**src/rtl/fp_addsub_align.sv**
```systemverilog
// fp_addsub_align: multi-cycle floating-point add/subtract front end.
// Unpacks two packed operands, orders them by magnitude, aligns the smaller
// mantissa one bit per cycle with a sticky bit, adds or subtracts, and
// corrects carry-out. Produces the pre-rounding {hidden, frac, G, R, S}
// mantissa. Leading-zero normalization is left to the rounding stage.
//
// Ports:
//   clk, rst_n       clock (rising edge), asynchronous active-low reset
//   start            launch an operation (sampled only in IDLE)
//   sub              1 = op_a - op_b, 0 = op_a + op_b
//   op_a, op_b       packed {sign, exp, frac}
//   busy             high from the cycle after accepted start through done
//   done             one-cycle pulse, result outputs valid
//   sign, exponent   result sign and biased exponent
//   mantissa         {hidden, frac, G, R, S}
//   overflow         exponent reached all-ones after carry correction
//   special          an operand had an all-ones exponent (Inf/NaN)
module fp_addsub_align #(
  parameter int unsigned DATA_W = 24,
  parameter int unsigned EXP_W  = 8
) (
  input  logic                    clk,
  input  logic                    rst_n,
  input  logic                    start,
  input  logic                    sub,
  input  logic [EXP_W+DATA_W-1:0] op_a,
  input  logic [EXP_W+DATA_W-1:0] op_b,
  output logic                    busy,
  output logic                    done,
  output logic                    sign,
  output logic [EXP_W-1:0]        exponent,
  output logic [DATA_W+2:0]       mantissa,
  output logic                    overflow,
  output logic                    special
);

  localparam int unsigned OPW = EXP_W + DATA_W;   // packed operand width
  localparam int unsigned FW  = DATA_W - 1;       // stored fraction width
  localparam int unsigned MW  = DATA_W + 3;       // mantissa incl. G/R/S
  localparam int unsigned SW  = DATA_W + 4;       // sum incl. carry-out
  localparam int unsigned CW  = $clog2(MW + 1);   // shift counter width

  typedef enum logic [1:0] {
    IDLE  = 2'd0,
    ALIGN = 2'd1,
    ADD   = 2'd2,
    NORM  = 2'd3
  } state_t;

  state_t            state_q, state_d;
  logic              busy_q, busy_d;
  logic              done_q, done_d;
  logic [EXP_W-1:0]  ea_q, ea_d;
  logic [MW-1:0]     ma_q, ma_d;
  logic [MW-1:0]     mb_q, mb_d;
  logic [CW-1:0]     cnt_q, cnt_d;
  logic [SW-1:0]     sum_q, sum_d;
  logic              sign_big_q, sign_big_d;
  logic              eff_sub_q, eff_sub_d;
  logic              zero_sign_q, zero_sign_d;
  logic              spec_op_q, spec_op_d;
  logic              sign_q, sign_d;
  logic [EXP_W-1:0]  exp_q, exp_d;
  logic [MW-1:0]     mant_q, mant_d;
  logic              ovf_q, ovf_d;
  logic              special_q, special_d;

  // Operand unpack: zero exponent flushes to a zero mantissa
  logic              sa_c, sb_eff_c;
  logic [EXP_W-1:0]  ea_raw_c, eb_raw_c;
  logic [MW-1:0]     ma_raw_c, mb_raw_c;
  logic              swap_c;
  logic [EXP_W-1:0]  e_big_c, e_small_c, diff_c;
  logic [CW-1:0]     cnt_init_c;
  logic [EXP_W-1:0]  exp_inc_c;

  assign sa_c     = op_a[OPW-1];
  assign sb_eff_c = op_b[OPW-1] ^ sub;
  assign ea_raw_c = op_a[OPW-2 -: EXP_W];
  assign eb_raw_c = op_b[OPW-2 -: EXP_W];
  assign ma_raw_c = (ea_raw_c == '0) ? '0 : {1'b1, op_a[FW-1:0], 3'b000};
  assign mb_raw_c = (eb_raw_c == '0) ? '0 : {1'b1, op_b[FW-1:0], 3'b000};

  // Strictly-larger B swaps; equal magnitudes keep A first
  assign swap_c     = {eb_raw_c, mb_raw_c} > {ea_raw_c, ma_raw_c};
  assign e_big_c    = swap_c ? eb_raw_c : ea_raw_c;
  assign e_small_c  = swap_c ? ea_raw_c : eb_raw_c;
  assign diff_c     = e_big_c - e_small_c;
  assign cnt_init_c = (diff_c > EXP_W'(MW)) ? CW'(MW) : CW'(diff_c);

  assign exp_inc_c  = ea_q + EXP_W'(1);

  // State and datapath registers
  always_ff @(posedge clk or negedge rst_n) begin
    if (!rst_n) begin
      state_q     <= IDLE;
      busy_q      <= 1'b0;
      done_q      <= 1'b0;
      ea_q        <= '0;
      ma_q        <= '0;
      mb_q        <= '0;
      cnt_q       <= '0;
      sum_q       <= '0;
      sign_big_q  <= 1'b0;
      eff_sub_q   <= 1'b0;
      zero_sign_q <= 1'b0;
      spec_op_q   <= 1'b0;
      sign_q      <= 1'b0;
      exp_q       <= '0;
      mant_q      <= '0;
      ovf_q       <= 1'b0;
      special_q   <= 1'b0;
    end else begin
      state_q     <= state_d;
      busy_q      <= busy_d;
      done_q      <= done_d;
      ea_q        <= ea_d;
      ma_q        <= ma_d;
      mb_q        <= mb_d;
      cnt_q       <= cnt_d;
      sum_q       <= sum_d;
      sign_big_q  <= sign_big_d;
      eff_sub_q   <= eff_sub_d;
      zero_sign_q <= zero_sign_d;
      spec_op_q   <= spec_op_d;
      sign_q      <= sign_d;
      exp_q       <= exp_d;
      mant_q      <= mant_d;
      ovf_q       <= ovf_d;
      special_q   <= special_d;
    end
  end

  // Next-state and datapath control
  always_comb begin
    state_d     = state_q;
    busy_d      = busy_q;
    done_d      = 1'b0;
    ea_d        = ea_q;
    ma_d        = ma_q;
    mb_d        = mb_q;
    cnt_d       = cnt_q;
    sum_d       = sum_q;
    sign_big_d  = sign_big_q;
    eff_sub_d   = eff_sub_q;
    zero_sign_d = zero_sign_q;
    spec_op_d   = spec_op_q;
    sign_d      = sign_q;
    exp_d       = exp_q;
    mant_d      = mant_q;
    ovf_d       = ovf_q;
    special_d   = special_q;

    case (state_q)
      IDLE: begin
        // busy drops after done unless a new op is accepted in the done cycle
        busy_d = start;
        if (start) begin
          ea_d        = e_big_c;
          ma_d        = swap_c ? mb_raw_c : ma_raw_c;
          mb_d        = swap_c ? ma_raw_c : mb_raw_c;
          cnt_d       = cnt_init_c;
          sign_big_d  = swap_c ? sb_eff_c : sa_c;
          eff_sub_d   = sa_c ^ sb_eff_c;
          zero_sign_d = sa_c & sb_eff_c;
          spec_op_d   = (&ea_raw_c) | (&eb_raw_c);
          state_d     = ALIGN;
        end
      end

      ALIGN: begin
        if (cnt_q == '0) begin
          state_d = ADD;
        end else begin
          // Shift right by one, folding the dropped bit into the sticky LSB
          mb_d  = {1'b0, mb_q[MW-1:2], mb_q[1] | mb_q[0]};
          cnt_d = cnt_q - CW'(1);
        end
      end

      ADD: begin
        // Ordering guarantees ma >= mb, so the difference is never negative
        if (eff_sub_q) begin
          sum_d = {1'b0, ma_q} - {1'b0, mb_q};
        end else begin
          sum_d = {1'b0, ma_q} + {1'b0, mb_q};
        end
        state_d = NORM;
      end

      NORM: begin
        done_d  = 1'b1;
        state_d = IDLE;
        if (spec_op_q) begin
          sign_d    = 1'b0;
          exp_d     = '1;
          mant_d    = '0;
          ovf_d     = 1'b0;
          special_d = 1'b1;
        end else if (sum_q == '0) begin
          sign_d    = zero_sign_q;
          exp_d     = '0;
          mant_d    = '0;
          ovf_d     = 1'b0;
          special_d = 1'b0;
        end else if (sum_q[SW-1]) begin
          // Carry-out: shift right once, keeping the sticky information
          sign_d    = sign_big_q;
          exp_d     = exp_inc_c;
          mant_d    = {sum_q[SW-1:2], sum_q[1] | sum_q[0]};
          ovf_d     = &exp_inc_c;
          special_d = 1'b0;
        end else begin
          sign_d    = sign_big_q;
          exp_d     = ea_q;
          mant_d    = sum_q[MW-1:0];
          ovf_d     = 1'b0;
          special_d = 1'b0;
        end
      end

      default: begin
        state_d = IDLE;
      end
    endcase
  end

  assign busy     = busy_q;
  assign done     = done_q;
  assign sign     = sign_q;
  assign exponent = exp_q;
  assign mantissa = mant_q;
  assign overflow = ovf_q;
  assign special  = special_q;

endmodule

```
**config.mk**
```make
export PLATFORM = sky130hd
export DESIGN_NAME = fp_addsub_align
export DESIGN_NICKNAME = d
export VERILOG_FILES = /design/src/rtl/fp_addsub_align.sv
export SDC_FILE = /design/constraint.sdc
export NUM_CORES = 1
export LEC_CHECK = 0
export CAP_MARGIN = 10
export CORE_MARGIN = 2
export CORE_UTILIZATION = 55
export CTS_BUF_LIST = sky130_fd_sc_hd__clkbuf_16
export DETAILED_ROUTE_END_ITERATION = 16
export PLACE_DENSITY = 0.78
export SYNTH_ARGS = -nofsm -noshare
export SYNTH_HDL_FRONTEND = slang
export SYNTH_SLANG_ARGS = --single-unit
```
**constraint.sdc**
```tcl
create_clock -name clk -period 4.5 [get_ports clk]
set_clock_uncertainty 0.05 [all_clocks]
set_input_delay 1.125 -clock clk [delete_from_list [all_inputs] [get_ports clk]]
set_output_delay 1.125 -clock clk [all_outputs]
set_load 0.01 [all_outputs]
```
Yosys cells after proc, flatten, opt, wreduce, memory -nomap -nowiden
Cells that the tools add are included.

operators by class
  bitwise gates (word level) = 6
  equal/unequal tests = 6
  muxes and demuxes = 31
  reductions and logical operators = 12
  $lt $le $gt $ge = 2
  add/subtract/negate cells = 5

operator list
  operator             number
  $mux 27              9
  $pmux 27 s2          1
  $mux 8               5
  $gt 35x35->1         1
  $add 27x27->28       1
  $logic_not 28->1     1
  $mux 28              1
  $sub 27x27->28       1
  $reduce_and 8->1     3
  $logic_not 8->1      2
  $mux 5               3
  $pmux 5 s2           1
  $add 8x1->8 const B  1
  $gt 8x5->1 const B   1
  $mux 1               8
  $pmux 2 s4           1
  $sub 8x8->8          1
  $ne 2x2->1 const B   3
  $logic_not 5->1      1
  $sub 5x1->5 const B  1
  $eq 2x2->1 const B   2
  $mux 2               2
  $reduce_and 2->1     2
  $or 1x1->1           3
  6 further kinds      7

storage, ports and cells
  input port bits = 68
  output and inout port bits = 40
  register bits after elaboration = 141

Longest topological paths before layout
Gate-level depths: netlist of run 1.

  depth in word-level cells = 9
  mapped depth = 25

Worst setup path before layout of run 1
No wires, ideal clock.

  path kind = input port to flip-flop
  from = in op_b[23]
  to = reg cnt_q[3]
  slack = -1952 ps
  data arrival time = 6258 ps
  cell stages on the path = 25
  library setup time = 144 ps
  buffers on the path = 6
  path through = nor4_1 nand2_1 clkbuf_1 and2_1 ha_1 a21o_1 nand3_1 a21oi_1 or4b_2 o2bb2ai_1 buf_6 buf_6 clkbuf_1 clkbuf_1 buf_1 nor2_1 a21oi_1 ha_1 and2_1 a2111oi_2 o32ai_1 o21a_1 or3_1 a221oi_4 a221oi_1

on the way
  word-level cells in the longest chain between the ends = 9
  elaborated cells on any way between the ends = 10
  classes of those cells = add/sub: 1; order compare: 2; mux: 6; reduce/logical: 1

RTL lines
  element                           line    text
  start, declared                   27      input logic [EXP_W+DATA_W-1:0] op_b,
  $logic_not 8->1                   82      assign mb_raw_c = (eb_raw_c == '0) ? '0 : {1'b1, op_b[FW-1:0], 3'b000};
  $mux 27                           82
  $gt 35x35->1                      85      assign swap_c = {eb_raw_c, mb_raw_c} > {ea_raw_c, ma_raw_c};
  $mux 8, on equally long branches  86, 87
  $sub 8x8->8 *                     88      assign diff_c = e_big_c - e_small_c;
  $gt 8x5->1                        89      assign cnt_init_c = (diff_c > EXP_W'(MW)) ? CW'(MW) : CW'(diff_c);
  $mux 5 *                          89
  $mux 5 *                          158     if (start) begin
  $pmux 5 s2 *                      154     case (state_q)
  end signal, assigned              120     cnt_q <= cnt_d;
  end, declared                     56      logic [CW-1:0] cnt_q, cnt_d;

Every way passes the cells marked *; elsewhere a longest branch is shown, timed or not. The select of a mux whose other input is x is not followed.
A chain may end at the register's enable or synchronous reset.

Worst setup path in the final report of run 1
  from = in op_b[27]
  to = reg cnt_q[1]

The elaborated chain is that of the path after synthesis.

==> qor.csv, run 1 <==
stage,metric,value,unit
sta,min cycle time layout,5.06,ns
outcome,status,"complete, but fails checks",
pwr,Power Density,722,nW/µm²
sta,f_max,198,MHz
drt,WL final,26400,µm
critical_path,reg2reg start,mb_q[5],
clocking,"Clk pin slew, worst setup/hold paths",0.06,ns
drt,vias after detailed routing,9217,
placement,number of port buffers,107,
critical_path,R2R Setup Slk,0.29,ns
sta,final hold vios,0,
global_route,initial antenna violation count,0,
sta,RSZ-0062 raised after global routing,true,
clocking,CTS Buf Count,17,
placement,pre-CTS WS,-1.47,ns
sta,setup violators final,5,
synth,synth cell count leaders,"dfrtp_1, nand2_1, a21oi_1",
critical_path,Critical Path AT,5.29,ns
floorplan,Die ar.,18900,µm²
clocking,clk root buf,clkbuf_16,
global_route,Global Route Usage Sum,0.286,
floorplan,# rows,48,
drt,vias per cell,5.81,
sta,worst-margin pin slew,1.06,ns
clocking,H-tree depth,4,
outcome,failing checks,setup timing,
global_route,global-route wire length before repair,42600,µm
synth,number of synthesized flops with an enable pin,0,
critical_path,worst-path fanout max,7,
critical_path,R2R Path End,sum_q[26],
run,Max-Cap Viols,0,
critical_path,critical path class,in -> reg,
synth,area share of the largest cell type after synthesis,0.352,
critical_path,Critical Path Source,op_b[27],
synth,"Async S/R FF share, synth",1.00,
sta,Final WS setup,-0.558,ns
synth,Synth area leaders,"dfrtp_1, ha_1, a21oi_1, o21ai_0, nand2_1",
clocking,CTS Hold Bufs,0,
hold_path,worst hold start,ma_q[18],
pwr,maximum VDD drop,0.423,mV
placement,Detail Placement HPWL,18900,µm
synth,Post-Synthesis Net Count,1288,
finish,share of post-route cells with drive strength above 1,0.198,
synth,Netlist Area Pre-Place,9820,µm²
hold_path,HP Class,reg -> reg,
clocking,CTS tree,done,
floorplan,I/O Pins,108,
sta,Slew headroom,0.288,
critical_path,worst path required time,4.73,ns
drt,DRT Pass-1 Iters,6,
synth,register area share after synthesis,0.352,
sta,TNS Setup,-2.72,ns
clocking,CTS Sinks,138,
synth,"count leader, synth",dfrtp_1,
global_route,largest net degree at the start of global routing,97,
drt,Iteration-0 DRC Markers,680,
placement,Final GP Congestion,0.931,
synth,warnings from Yosys,0,
finish,Syn-to-layout area delta,32.3,%
critical_path,Reg2Reg Depth,20,
floorplan,Core Region,17400,µm²
clocking,"Clk Latency, worst-skew pair",0.42,ns
hold_path,hold endpoint,ma_q[18],
clocking,clk buf depth,2,
floorplan,Die Y,138,µm
synth,post-synthesis register bit count,138,
drt,WL/cell,16.6,µm
synth,Cell variety after synth,59,
floorplan,starting density of the core,0.566,
synth,top_reg_cell synth,dfrtp_1,
critical_path,Critical Path Source Type,input port,
finish,fin cells,1586,
synth,Mean Syn Cell Area,8.52,µm²
finish,# diodes,0,
finish,fin nets,1484,
finish,Finished Core Util,0.749,
pwr,Leak,5.87,nW
synth,post-synthesis instance total,1152,
sta,Final Cycle Share,1.12,
drt,post-route ant nets,0,
placement,Inst Count DP,1544,
floorplan,Die X,138,µm
synth,post-synth top area cell,dfrtp_1,
drt,DRC viols,0,
global_route,vias in the first global route,8595,
hold_path,hold depth,2,
sta,Final Max Slew Viols,0,
critical_path,critical path capture point type,register,
global_route,grt ovf,0,
[through the flow]
step | instance area, µm² | power (mW) | hold WS [ns]
global route | 13000 | 10.1 | 0.474
global placement | 12000 | 7.68 | 0.412
CTS | 12900 | 9.30 | 0.442
detailed placement | 12000 | 7.87 | 0.429
finish | 13000 | 9.38 | 0.440
floorplan | 10100 | 6.35 | 0.395
[cells in the final DEF, fill, tap and decap left out, types with 14 or more instances in the layout]
master | synthesis | routed
a21o_1 | 19 | 19
a21oi_1 | 103 | 99
a311o_1 | 22 | 22
and2_1 | 27 | 16
buf_4 | 0 | 124
clkbuf_16 | 0 | 17
clkdlybuf4s50_1 | 0 | 90
dfrtp_1 | 138 | 138
ha_1 | 68 | 53
ha_4 | 0 | 14
inv_1 | 62 | 63
mux2_2 | 27 | 27
mux2i_1 | 33 | 33
nand2_1 | 124 | 113
nand3_1 | 14 | 14
nand4_1 | 18 | 18
nor2_1 | 87 | 87
nor2b_1 | 31 | 30
o21ai_0 | 98 | 96
o22ai_1 | 29 | 29
xnor2_1 | 49 | 49
xor2_1 | 15 | 15
[power by group]
part | switching, mW | internal [mW]
registers | 0.569 | 1.85
logic | 3.00 | 2.64
clock network | 0.518 | 0.803
total | 4.08 | 5.29
[worst max path at each step]
stage                           to  slack [ns]  depth (start not counted)
after floorplan           cnt_q[4]       -1.21                         24
after global placement    cnt_q[3]       -1.33                         21
after detailed placement  cnt_q[1]       -1.47                         21
after CTS                 cnt_q[4]       -0.53                         21
after global routing      cnt_q[4]       -0.79                         19
final                     cnt_q[1]       -0.56                         22
[per-layer routing]
layer	share of wire	global-route usage	routed length, µm	up-vias
li1	-	-	-	4508
met1	0.46	0.396	12200	4359
met2	0.46	0.461	12200	310
met3	0.058	0.0508	1520	40
met4	0.018	0.0830	483	0
met5	0	0	0	-
[cell type report]
| class | instances | area [µm²] |
|---|---|---|
| well taps | 225 | 282 |
| clock buffers | 17 | 425 |
| clock inverters | 15 | 135 |
| inverters | 62 | 233 |
| repair buffers | 240 | 2120 |
| multi-input cells | 889 | 6340 |
| fillers | 1262 | 4360 |
| flip-flops and latches | 138 | 3450 |
[repair_timing]
item / 4_1_cts / 5_1_grt
setup endpoints to repair: 53 / 38
buffers inserted: 4 / 3
pin swaps: 25 / 7
gates resized for setup: 97 / 24
cloned: 3 / 0
[cells by family after synthesis]
logic type,count (synthesis),synth area share
xor+xnor,64,0.0571
fa+ha+maj,68,0.0866
buf+inv,125,0.0501
mux,60,0.0646
simple gates,362,0.176
flops,138,0.352
compound gates,335,0.214
[sequential cells by signal, indices dropped and copies added (netlist names)]
name / flops
sum_q: 28
mantissa: 27
mb_q: 27
ma_q: 24
ea_q: 8
exponent: 8
cnt_q: 5
state_q: 2
busy: 1
done: 1
eff_sub_q: 1
overflow: 1
sign: 1
sign_big_q: 1
spec_op_q: 1
special: 1
zero_sign_q: 1
[critical path, cell delays in order]
cell	delay, ns
buf_6	0.10
nor4_4	0.33
nand2_4	0.16
buf_6	0.17
and2_1	0.19
ha_4	0.28
nand4_1	0.15
buf_4	0.19
a2111oi_4	0.29
or4b_4	0.20
o2bb2ai_4	0.13
nor2_1	0.07
a21oi_1	0.15
ha_2	0.20
and2_4	0.15
and4b_1	0.21
buf_4	0.14
o21a_1	0.15
mux2_2	0.27
a311oi_2	0.34
nand2b_1	0.18
a31oi_1	0.10
No activity file was read; power rests on OpenSTA's default activity.
==> run 2, diff against run 1 <==
--- a/config.mk
+++ b/config.mk
@@ -9,8 +9,10 @@
 export CORE_MARGIN = 2
 export CORE_UTILIZATION = 55
 export CTS_BUF_LIST = sky130_fd_sc_hd__clkbuf_16
+export CTS_CLUSTER_DIAMETER = 150
 export DETAILED_ROUTE_END_ITERATION = 16
 export PLACE_DENSITY = 0.78
+export SETUP_SLACK_MARGIN = 0.5
 export SYNTH_ARGS = -nofsm -noshare
 export SYNTH_HDL_FRONTEND = slang
 export SYNTH_SLANG_ARGS = --single-unit
==> constraint.sdc (replaced) <==
create_clock -name clk -period 6.2 [get_ports clk]
set_clock_uncertainty 0.05 [all_clocks]
set_input_delay 1.55 -clock clk [delete_from_list [all_inputs] [get_ports clk]]
set_output_delay 1.55 -clock clk [all_outputs]
set_load 0.01 [all_outputs]
==> qor.csv, run 2 (synthesis gave the netlist of run 1 again) <==
stage,metric,value,unit,change
outcome,status,finished clean,,"was complete, but fails checks"
critical_path,"slowest stage delay, CP",0.42,ns,was 0.34 ns
sta,Final Cycle Share,0.914,,
finish,Largest Register,sum_q,,unchanged
placement,Detail Placement HPWL,18100,µm,was 18900 µm
floorplan,I/O Pins,108,,unchanged
floorplan,Die X,138,µm,unchanged
sta,Final Max Slew Viols,0,,unchanged
drt,WL/cell,16.9,µm,was 16.6 µm
critical_path,reg2reg start,mb_q[5],,unchanged
sta,setup violators final,0,,was 5
critical_path,worst path required time,6.40,ns,was 4.73 ns
pwr,Power Density,546,nW/µm²,was 722 nW/µm²
global_route,vias in the first global route,8170,,was 8595
placement,number of port buffers,107,,unchanged
critical_path,worst-path fanout max,7,,unchanged
critical_path,critical path class,in -> reg,,unchanged
sta,TNS Setup,0,ns,was -2.72 ns
sta,Slew headroom,0.263,,was 0.288
hold_path,hold endpoint,ma_q[19],,was ma_q[18]
placement,Final GP Congestion,0.912,,was 0.931
finish,"most common cell after layout, fill and taps aside",dfrtp_1,,unchanged
global_route,Global Route Usage Sum,0.273,,was 0.286
clocking,CTS Hold Bufs,0,,unchanged
drt,WL final,25600,µm,was 26400 µm
sta,min cycle time layout,5.66,ns,
critical_path,Critical Path AT,5.87,ns,was 5.29 ns
sta,RSZ-0062 raised after global routing,true,,unchanged
critical_path,crit-path cells,buf_6 > nor4_4 > nand2_4 > buf_6 > and2_4 > ha_4 > nand4_1 > nor4_2 > nor3b_2 > buf_4 > o2bb2ai_4 > nor2_1 > a21oi_1 > ha_2 > and2_4 > a2111oi_4 > o32ai_2 > o21a_1 > or3_4 > a221oi_4 > a222oi_1,,was buf_6 > nor4_4 > nand2_4 > buf_6 > and2_1 > ha_4 > nand4_1 > buf_4 > a2111oi_4 > or4b_4 > o2bb2ai_4 > nor2_1 > a21oi_1 > ha_2 > and2_4 > and4b_1 > buf_4 > o21a_1 > mux2_2 > a311oi_2 > nand2b_1 > a31oi_1
hold_path,worst hold start,ma_q[19],,was ma_q[18]
drt,Iteration-0 DRC Markers,761,,was 680
floorplan,Core Region,17400,µm²,unchanged
placement,DP Area,11500,µm²,was 12000 µm²
hold_path,HP Class,reg -> reg,,unchanged
floorplan,Die Y,138,µm,unchanged
critical_path,R2R Setup Slk,1.42,ns,was 0.29 ns
clocking,CTS Sinks,138,,unchanged
finish,design area,12400,µm²,was 13000 µm²
finish,max reg flops,28,,unchanged
critical_path,Crit path max-delay family,simple AND/OR/NAND/NOR gates,,unchanged
clocking,clk buf depth,2,,unchanged
clocking,"Clk Latency, worst-skew pair",0.42,ns,about the same
clocking,CTS tree,done,,unchanged
finish,most frequent cells in the layout,"dfrtp_1, nand2_1, a21oi_1, o21ai_0, clkdlybuf4s50_1",,"was dfrtp_1, buf_4, nand2_1"
clocking,CTS Buf Count,17,,unchanged
sta,f_max,177,MHz,
global_route,initial antenna violation count,1,,was 0
drt,vias per cell,5.90,,was 5.81
floorplan,Die ar.,18900,µm²,unchanged
critical_path,Reg2Reg Depth,19,,was 20
global_route,global-route wire length before repair,40900,µm,was 42600 µm
finish,# diodes,0,,unchanged
global_route,largest net degree at the start of global routing,97,,unchanged
sta,final hold vios,0,,unchanged
drt,DRC viols,0,,unchanged
floorplan,starting density of the core,0.566,,unchanged
critical_path,Buf/Inv on CP,3,,was 4
global_route,grt ovf,0,,unchanged
pwr,maximum VDD drop,0.297,mV,was 0.423 mV
drt,post-route ant nets,0,,unchanged
critical_path,Critical-path top delay cell,nor4_2,,was a311oi_2
clocking,clk root buf,clkbuf_16,,unchanged
drt,vias after detailed routing,8926,,was 9217
floorplan,# rows,48,,unchanged
critical_path,Critical Path Source Type,input port,,unchanged
finish,Syn-to-layout area delta,26.1,%,was 32.3%
clocking,"Clk pin slew, worst setup/hold paths",0.06,ns,about the same
pwr,Leak,5.54,nW,was 5.87 nW
clocking,H-tree depth,4,,unchanged
sta,worst-margin pin slew,1.10,ns,was 1.06 ns
hold_path,hold depth,2,,unchanged
critical_path,R2R Path End,sum_q[26],,unchanged
critical_path,critical path capture point type,register,,unchanged
finish,fin nets,1412,,was 1484
run,Max-Cap Viols,0,,unchanged
drt,DRT Pass-1 Iters,5,,was 6
finish,share of post-route cells with drive strength above 1,0.145,,was 0.198
run 2: changes by cell type in the layout (fill, tap and decap cells not counted), moves of 3 or more:
| cell | change |
|---|---|
| buf_2 | -8 |
| nand2_1 | +5 |
| clkbuf_2 | +8 |
| buf_6 | -3 |
| ha_1 | +3 |
| buf_4 | -72 |
| clkbuf_16 | +3 |
| dlymetal6s2s_1 | +3 |
| ha_4 | -4 |
run 2: final cells by class:
type | count | area [µm²]
clock inverter | 13 | 179
tap | 225 | 282
fill | 1331 | 4970
timing repair buffer | 167 | 1580
sequential | 138 | 3450
inverter | 62 | 233
clock buffer | 17 | 425
multi-input combinational | 890 | 6230
run 2: how the worst max path moves through the flow:
stage	start	to	slack [ns]	cells after the start
floorplan	op_b[28]	cnt_q[4]	0.07	24
global placement	op_b[28]	cnt_q[4]	-0.06	21
detailed placement	op_b[28]	cnt_q[1]	-0.13	21
CTS	op_b[23]	cnt_q[4]	0.51	21
global route	op_b[26]	cnt_q[4]	0.33	21
finish	op_b[28]	cnt_q[4]	0.54	21
run 2: routing by layer:
metal / share of wire / wire length (µm) / track usage / vias up
li1: - / - / - / 4363
met1: 0.47 / 12000 / 0.404 / 4206
met2: 0.46 / 11700 / 0.425 / 327
met3: 0.058 / 1500 / 0.0361 / 30
met4: 0.017 / 428 / 0.0682 / 0
met5: 0 / 0 / 0 / -
run 2: tightest hold or removal path, delay by kind of cell (launching register included):
family | cells | cell delay [ns]
flip-flops | 1 | 0.34
AO/OA/AOI/OAI | 1 | 0.06
AND/OR/NAND/NOR | 1 | 0.05
run 2: power breakdown:
group          internal, mW  switching (mW)  total, mW
Combinational          1.85            2.11       3.96
Sequential             1.34           0.419       1.76
Clock                 0.665           0.378       1.04
Total                  3.85            2.91       6.76
run 2: timing repair:
item	in CTS	in global routing
endpoints found under the setup margin	5	5
pin swaps	8	30
buffers inserted	2	5
resized for setup	19	63
cloned	2	3
run 2: metrics by stage:
step	util	instances	power, mW	hold slack [ns]	worst slack, ns
5_1_grt	0.713	1512	7.33	0.470	0.329
4_1_cts	0.699	1504	6.72	0.443	0.507
2_1_floorplan	-	1152	4.61	0.395	0.0690
6_report	0.713	1512	6.76	0.439	0.535
3_5_place_dp	0.661	1470	5.62	0.427	-0.125
3_3_place_gp	0.661	1470	5.51	0.410	-0.0638
